--- src/rtl/mem_port_arbiter.sv ---
// mem_port_arbiter
// Shares one data-memory port between the instruction-fetch unit (IF, word
// reads only) and the load/store unit (LS). Each accepted request is checked
// for MemOp legality and alignment. It then either runs a memory access,
// which is bounded by a timeout, or is answered with an error immediately.
// Exactly one response goes back to the owning requester.
//
// Ports
//   Clk, Rst_n                   clock (rising edge), async active-low reset
//   IfReqValid/IfReqReady/IfAddr IF request handshake and byte address
//   IfRspValid/IfRspData/IfRspErr IF one-cycle response
//   LsReqValid/LsReqReady/LsAddr/LsMemWr/LsMemOp/LsWData  LS request
//   LsRspValid/LsRspData/LsRspErr LS one-cycle response
//   MemReq/MemAddr/MemWr/MemOp/MemWData  registered memory request
//   MemAck/MemRData              memory completion and read data
//
// state | meaning
// IDLE  | arbitrate and accept one request
// BUSY  | memory access in flight, waiting for MemAck or timeout
// RESP  | one-cycle response strobe to the owner
module mem_port_arbiter #(
    parameter int unsigned TIMEOUT = 255,
    parameter int unsigned CNT_W   = 8
) (
    input  logic        Clk,
    input  logic        Rst_n,
    input  logic        IfReqValid,
    output logic        IfReqReady,
    input  logic [31:0] IfAddr,
    output logic        IfRspValid,
    output logic [31:0] IfRspData,
    output logic        IfRspErr,
    input  logic        LsReqValid,
    output logic        LsReqReady,
    input  logic [31:0] LsAddr,
    input  logic        LsMemWr,
    input  logic [2:0]  LsMemOp,
    input  logic [31:0] LsWData,
    output logic        LsRspValid,
    output logic [31:0] LsRspData,
    output logic        LsRspErr,
    output logic        MemReq,
    output logic [31:0] MemAddr,
    output logic        MemWr,
    output logic [2:0]  MemOp,
    output logic [31:0] MemWData,
    input  logic        MemAck,
    input  logic [31:0] MemRData
);

    typedef enum logic [1:0] {S_IDLE, S_BUSY, S_RESP} state_t;

    localparam logic OWN_IF = 1'b0;
    localparam logic OWN_LS = 1'b1;

    state_t            state_q, state_d;
    logic              owner_q, owner_d;
    logic              last_grant_q, last_grant_d;
    logic [31:0]       addr_q, addr_d;
    logic              wr_q, wr_d;
    logic [2:0]        op_q, op_d;
    logic [31:0]       wdata_q, wdata_d;
    logic [CNT_W-1:0]  cnt_q, cnt_d;
    logic [31:0]       rsp_data_q, rsp_data_d;
    logic              rsp_err_q, rsp_err_d;

    logic        idle;
    logic        grant_ls;
    logic        grant_if;
    logic        handshake;
    logic [31:0] req_addr;
    logic [2:0]  req_op;
    logic        req_wr;
    logic [31:0] req_wdata;
    logic        req_legal;
    logic        timeout_hit;

    function automatic logic is_legal(input logic [2:0] op, input logic [1:0] ofs);
        logic ok;
        case (op)
            3'b000, 3'b100: ok = 1'b1;
            3'b001, 3'b101: ok = (ofs != 2'b11);
            3'b010:         ok = (ofs == 2'b00);
            default:        ok = 1'b0;
        endcase
        return ok;
    endfunction

    // Ready is gated by Rst_n so that every output is low while reset is held.
    assign idle      = (state_q == S_IDLE) && Rst_n;
    // On a tie, LS wins only if IF was granted last (round-robin).
    assign grant_ls  = LsReqValid && (!IfReqValid || (last_grant_q == OWN_IF));
    assign grant_if  = IfReqValid && !grant_ls;
    assign handshake = idle && (grant_if || grant_ls);

    // IF requests are always word reads.
    assign req_addr  = grant_ls ? LsAddr : IfAddr;
    assign req_op    = grant_ls ? LsMemOp : 3'b010;
    assign req_wr    = grant_ls && LsMemWr;
    assign req_wdata = grant_ls ? LsWData : 32'h0;
    assign req_legal = is_legal(req_op, req_addr[1:0]);

    assign timeout_hit = (cnt_q == CNT_W'(TIMEOUT - 1));

    always_ff @(posedge Clk or negedge Rst_n) begin
        if (!Rst_n) begin
            state_q      <= S_IDLE;
            owner_q      <= OWN_IF;
            last_grant_q <= OWN_LS;
            addr_q       <= 32'h0;
            wr_q         <= 1'b0;
            op_q         <= 3'b000;
            wdata_q      <= 32'h0;
            cnt_q        <= '0;
            rsp_data_q   <= 32'h0;
            rsp_err_q    <= 1'b0;
        end else begin
            state_q      <= state_d;
            owner_q      <= owner_d;
            last_grant_q <= last_grant_d;
            addr_q       <= addr_d;
            wr_q         <= wr_d;
            op_q         <= op_d;
            wdata_q      <= wdata_d;
            cnt_q        <= cnt_d;
            rsp_data_q   <= rsp_data_d;
            rsp_err_q    <= rsp_err_d;
        end
    end

    always_comb begin
        state_d      = state_q;
        owner_d      = owner_q;
        last_grant_d = last_grant_q;
        addr_d       = addr_q;
        wr_d         = wr_q;
        op_d         = op_q;
        wdata_d      = wdata_q;
        cnt_d        = cnt_q;
        rsp_data_d   = rsp_data_q;
        rsp_err_d    = rsp_err_q;
        case (state_q)
            S_IDLE: begin
                if (handshake) begin
                    owner_d      = grant_ls;
                    last_grant_d = grant_ls;
                    addr_d       = req_addr;
                    wr_d         = req_wr;
                    op_d         = req_op;
                    wdata_d      = req_wdata;
                    rsp_data_d   = 32'h0;
                    rsp_err_d    = !req_legal;
                    state_d      = req_legal ? S_BUSY : S_RESP;
                end
            end
            S_BUSY: begin
                if (MemAck) begin
                    rsp_data_d = wr_q ? 32'h0 : MemRData;
                    rsp_err_d  = 1'b0;
                    cnt_d      = '0;
                    state_d    = S_RESP;
                end else if (timeout_hit) begin
                    rsp_data_d = 32'h0;
                    rsp_err_d  = 1'b1;
                    cnt_d      = '0;
                    state_d    = S_RESP;
                end else begin
                    cnt_d = cnt_q + CNT_W'(1);
                end
            end
            S_RESP:  state_d = S_IDLE;
            default: state_d = S_IDLE;
        endcase
    end

    always_comb begin
        IfReqReady = idle && grant_if;
        LsReqReady = idle && grant_ls;
        MemReq     = (state_q == S_BUSY);
        MemAddr    = MemReq ? addr_q  : 32'h0;
        MemWr      = MemReq && wr_q;
        MemOp      = MemReq ? op_q    : 3'b000;
        MemWData   = MemReq ? wdata_q : 32'h0;
        IfRspValid = (state_q == S_RESP) && (owner_q == OWN_IF);
        LsRspValid = (state_q == S_RESP) && (owner_q == OWN_LS);
        IfRspData  = IfRspValid ? rsp_data_q : 32'h0;
        IfRspErr   = IfRspValid && rsp_err_q;
        LsRspData  = LsRspValid ? rsp_data_q : 32'h0;
        LsRspErr   = LsRspValid && rsp_err_q;
    end

endmodule

--- config.mk ---
export PLATFORM = sky130hd
export DESIGN_NAME = mem_port_arbiter
export DESIGN_NICKNAME = d
export VERILOG_FILES = /design/src/rtl/mem_port_arbiter.sv
export SDC_FILE = /design/constraint.sdc
export NUM_CORES = 1
export LEC_CHECK = 0
export ABC_AREA = 1
export ABC_CLOCK_PERIOD_IN_PS = 3500
export BUFFER_PORTS_ARGS = -buffer_cell sky130_fd_sc_hd__buf_4
export CAP_MARGIN = 25
export CORE_MARGIN = 5
export CORE_UTILIZATION = 30
export CTS_BUF_LIST = sky130_fd_sc_hd__clkbuf_2 sky130_fd_sc_hd__clkbuf_4 sky130_fd_sc_hd__clkbuf_8
export DETAILED_ROUTE_END_ITERATION = 6
export GPL_TIMING_DRIVEN = 0
export PLACE_DENSITY = 0.56
export RECOVER_POWER = 100
export SLEW_MARGIN = 30
export SYNTH_ARGS = -nofsm -noshare
export SYNTH_HDL_FRONTEND = slang
export SYNTH_SLANG_ARGS = --single-unit
--- constraint.sdc ---
create_clock -name Clk -period 3.5 [get_ports Clk]
set_input_delay 0.175 -clock Clk [delete_from_list [all_inputs] [get_ports Clk]]
set_output_delay 0.175 -clock Clk [all_outputs]
set_load 0.01 [all_outputs]
==> flow_metrics.tcl <==
set metrics [dict create \
    cts_setup_buffers 0 \
    first_pass_iters 4 \
    viasPerCell 4.436 \
    max-cap-violations 0 \
    final_cell_mix "172 x nor2_1, 160 x clkbuf_1, 151 x inv_1" \
    cts_buffers 17 \
    required_ns 3.32 \
    tightest_slew_ns 0.7063 \
    r2r-start "state_q[0]" \
    fmax_ghz 0.3483 \
    tns_ns 0 \
    report.final.hold_viol_count 0 \
    critPathBufInv 5 \
    grt_max_degree 81 \
    initial_core_util 0.3047 \
    ys.warnings.count 0 \
    grt_pass1_wl_um 31880 \
    layout_commonest_cell "nor2_1" \
    pin_count 276 \
    grt_use_total 0.1803 \
    yosysTopAreaCellShare 0.4900 \
    grt_pass1_vias 6250 \
    gp_congestion 0.7943 \
    rows 50 \
    synth_cell_type_count 28 \
    min_to "addr_q[21]" \
    ant_nets 0 \
    critPathSlowestCell "nor2_1" \
    path_delay_family "buffers and inverters" \
    synth_top_family_by_area "simple AND/OR/NAND/NOR gates" \
    cts_tree "built" \
    coreArea_um2 18770 \
    syn-num-nets 851 \
    hp-class "input pin to flop" \
    cts_resized 0 \
    dieArea_um2 21920 \
    final_nets 1236 \
    arrival_ns 2.70 \
    power_mw 5.388 \
    antenna_found_initial 0 \
    hold_ws_ns 0.02706 \
    syn_area_um2 5719 \
    muxShareOfSynthArea 0 \
    drv_slew 0 \
    post-place-cells 1222 \
    synth_xor_area_frac 0.004594 \
    status "finished, final reports clean" \
    rsz0062_at_grt "no" \
    syn-instance-count 712 \
    hold_path_depth 3 \
    synth_simple_gate_area_frac 0.1835 \
    ir_worst_vdd_uv 243.2 \
    clock_latency_ns 0.44 \
    clock-sinks 113 \
    leakage_nw 4.194 \
    area_growth_syn_to_layout_pct 56.05 \
    clock_skew_ns 0.01367 \
    totalWireLength_um 19860 \
    vias 5962 \
    yosys-top-cells-area "dfrtp_1 49%, nor2_1 11%, inv_1 9.7%" \
    power.density_nw_per_um2 603.7 \
    ctsHoldBuffers 90 \
    period_share 0.8204 \
    ff2ff_setup_slack_ns 1.08 \
    synth-compound-area-share 0.1730 \
    max_stage_delay_ns 0.57 \
    hold_start "LsAddr[21]" \
    port_buffers 275 \
    wl_per_cell_um 14.77 \
    ys_seq_elements 113 \
    num_antenna_cells 0 \
    place_ws_ns 1.322 \
    htree_levels 4 \
    die_w_um 148.1 \
    stdcell_count 1344 \
    seq_area_frac_synth 0.4946 \
    grt_remaining_overflow 0 \
    crit_path_max_fanout 80 \
    crit_path_start_kind "input pin" \
    cts_root_buf "clkbuf_8" \
    critPathKind "input pin to primary output" \
    cts_buffer_depth 2 \
    die_h_um 148.1 \
    drc 0 \
    synthAdderAreaFrac 0.004375 \
    yosysTopAreaCell "dfrtp_1" \
    drive_gt1_frac 0.2018 \
    max_slew_margin 0.5274 \
    r2r_cells 7 \
    syn_area_per_cell_um2 8.033 \
    crit_path_end_kind "primary output" \
    crit_chain "dlygate4sd3_1 > buf_8 > buf_16 > nand2_2 > nor2_1 > buf_2 > clkbuf_1" \
    drt_iter0_drc 219 \
    r2r_end "addr_q[6]" \
    dp_hpwl_um 14350 \
    period_needed_ns 2.871 \
    setup_viol 0 \
    fin_ws_ns 0.6287 \
    clk_pin_slew_ns 0.07 \
]
==> state kept, by name (all words and copies together), names as in the netlist <==
| signal | cells |
|---|---|
| rsp_err_q | 1 |
| wdata_q | 32 |
| cnt_q | 8 |
| state_q | 2 |
| op_q | 3 |
| wr_q | 1 |
| last_grant_q | 1 |
| owner_q | 1 |
| addr_q | 32 |
| rsp_data_q | 32 |
==> logic make-up (layout without fill, tap and decap cells) <==
| family | after synthesis | count (layout) |
|---|---|---|
| simple gates | 259 | 259 |
| buf+inv | 192 | 590 |
| compound gates | 143 | 143 |
| flops | 113 | 113 |
| xor+xnor | 3 | 3 |
| fa+ha+maj | 2 | 2 |
==> power breakdown <==
part	internal, mW	switching, mW
sequential	1.80	0.171
clock	0.969	0.546
combinational	0.704	1.20
==> stage by stage <==
step / util / area [um2]
6_report: 0.4755 / 8925
5_1_grt: 0.4755 / 8925
4_1_cts: 0.5060 / 9497
3_5_place_dp: 0.4322 / 8112
3_3_place_gp: 0.4303 / 8077
2_1_floorplan: - / 5719
==> cell usage after synthesis (all sizes together) <==
cell type and instances:
a21oi 1, a31o 1, buf 26, clkbuf 14, dfrtp 112, dfstp 1, ha 2, inv 152
nand2 63, nand3 14, nand3b 1, nand4 4, nor2 174, nor3 3, o21ai 76, o22ai 64
o31ai 1, xnor2 1, xor2 2
==> how the worst max path moves through the flow <==
stage | startpoint | endpoint | slack, ns | cells after the start
2_1_floorplan | state_q[0] | IfRspData[10] | 1.98 | 4
5_1_grt | Rst_n | LsReqReady | 0.28 | 7
3_5_place_dp | Rst_n | LsReqReady | 1.32 | 6
3_3_place_gp | Rst_n | LsReqReady | 0.71 | 5
6_report | Rst_n | LsReqReady | 0.63 | 7
4_1_cts | Rst_n | addr_q[6] | 0.71 | 9
==> final cells by class <==
cell class	instances	area, um2
Fill cell	2030	9843
Clock buffer	22	277.8
Clock inverter	10	206.4
Sequential cell	113	2829
Timing Repair Buffer	366	2512
Multi-Input combinational cell	407	2072
Buffer	40	162.7
Inverter	152	571.8
Tap cell	234	292.8
==> layer usage <==
metal / vias to the layer above / track usage / wire (um)
li1: 2981 / - / -
met1: 2753 / 0.2273 / 8598
met2: 208 / 0.2982 / 9344
met3: 20 / 0.05363 / 1587
met4: 0 / 0.05820 / 325
met5: - / 0 / 0
==> tightest hold or removal path: stages <==
cell and delay (ns):
buf_4 0.08, nor2_1 0.03, o22ai_1 0.12
Power figures use the tool's default switching activity.
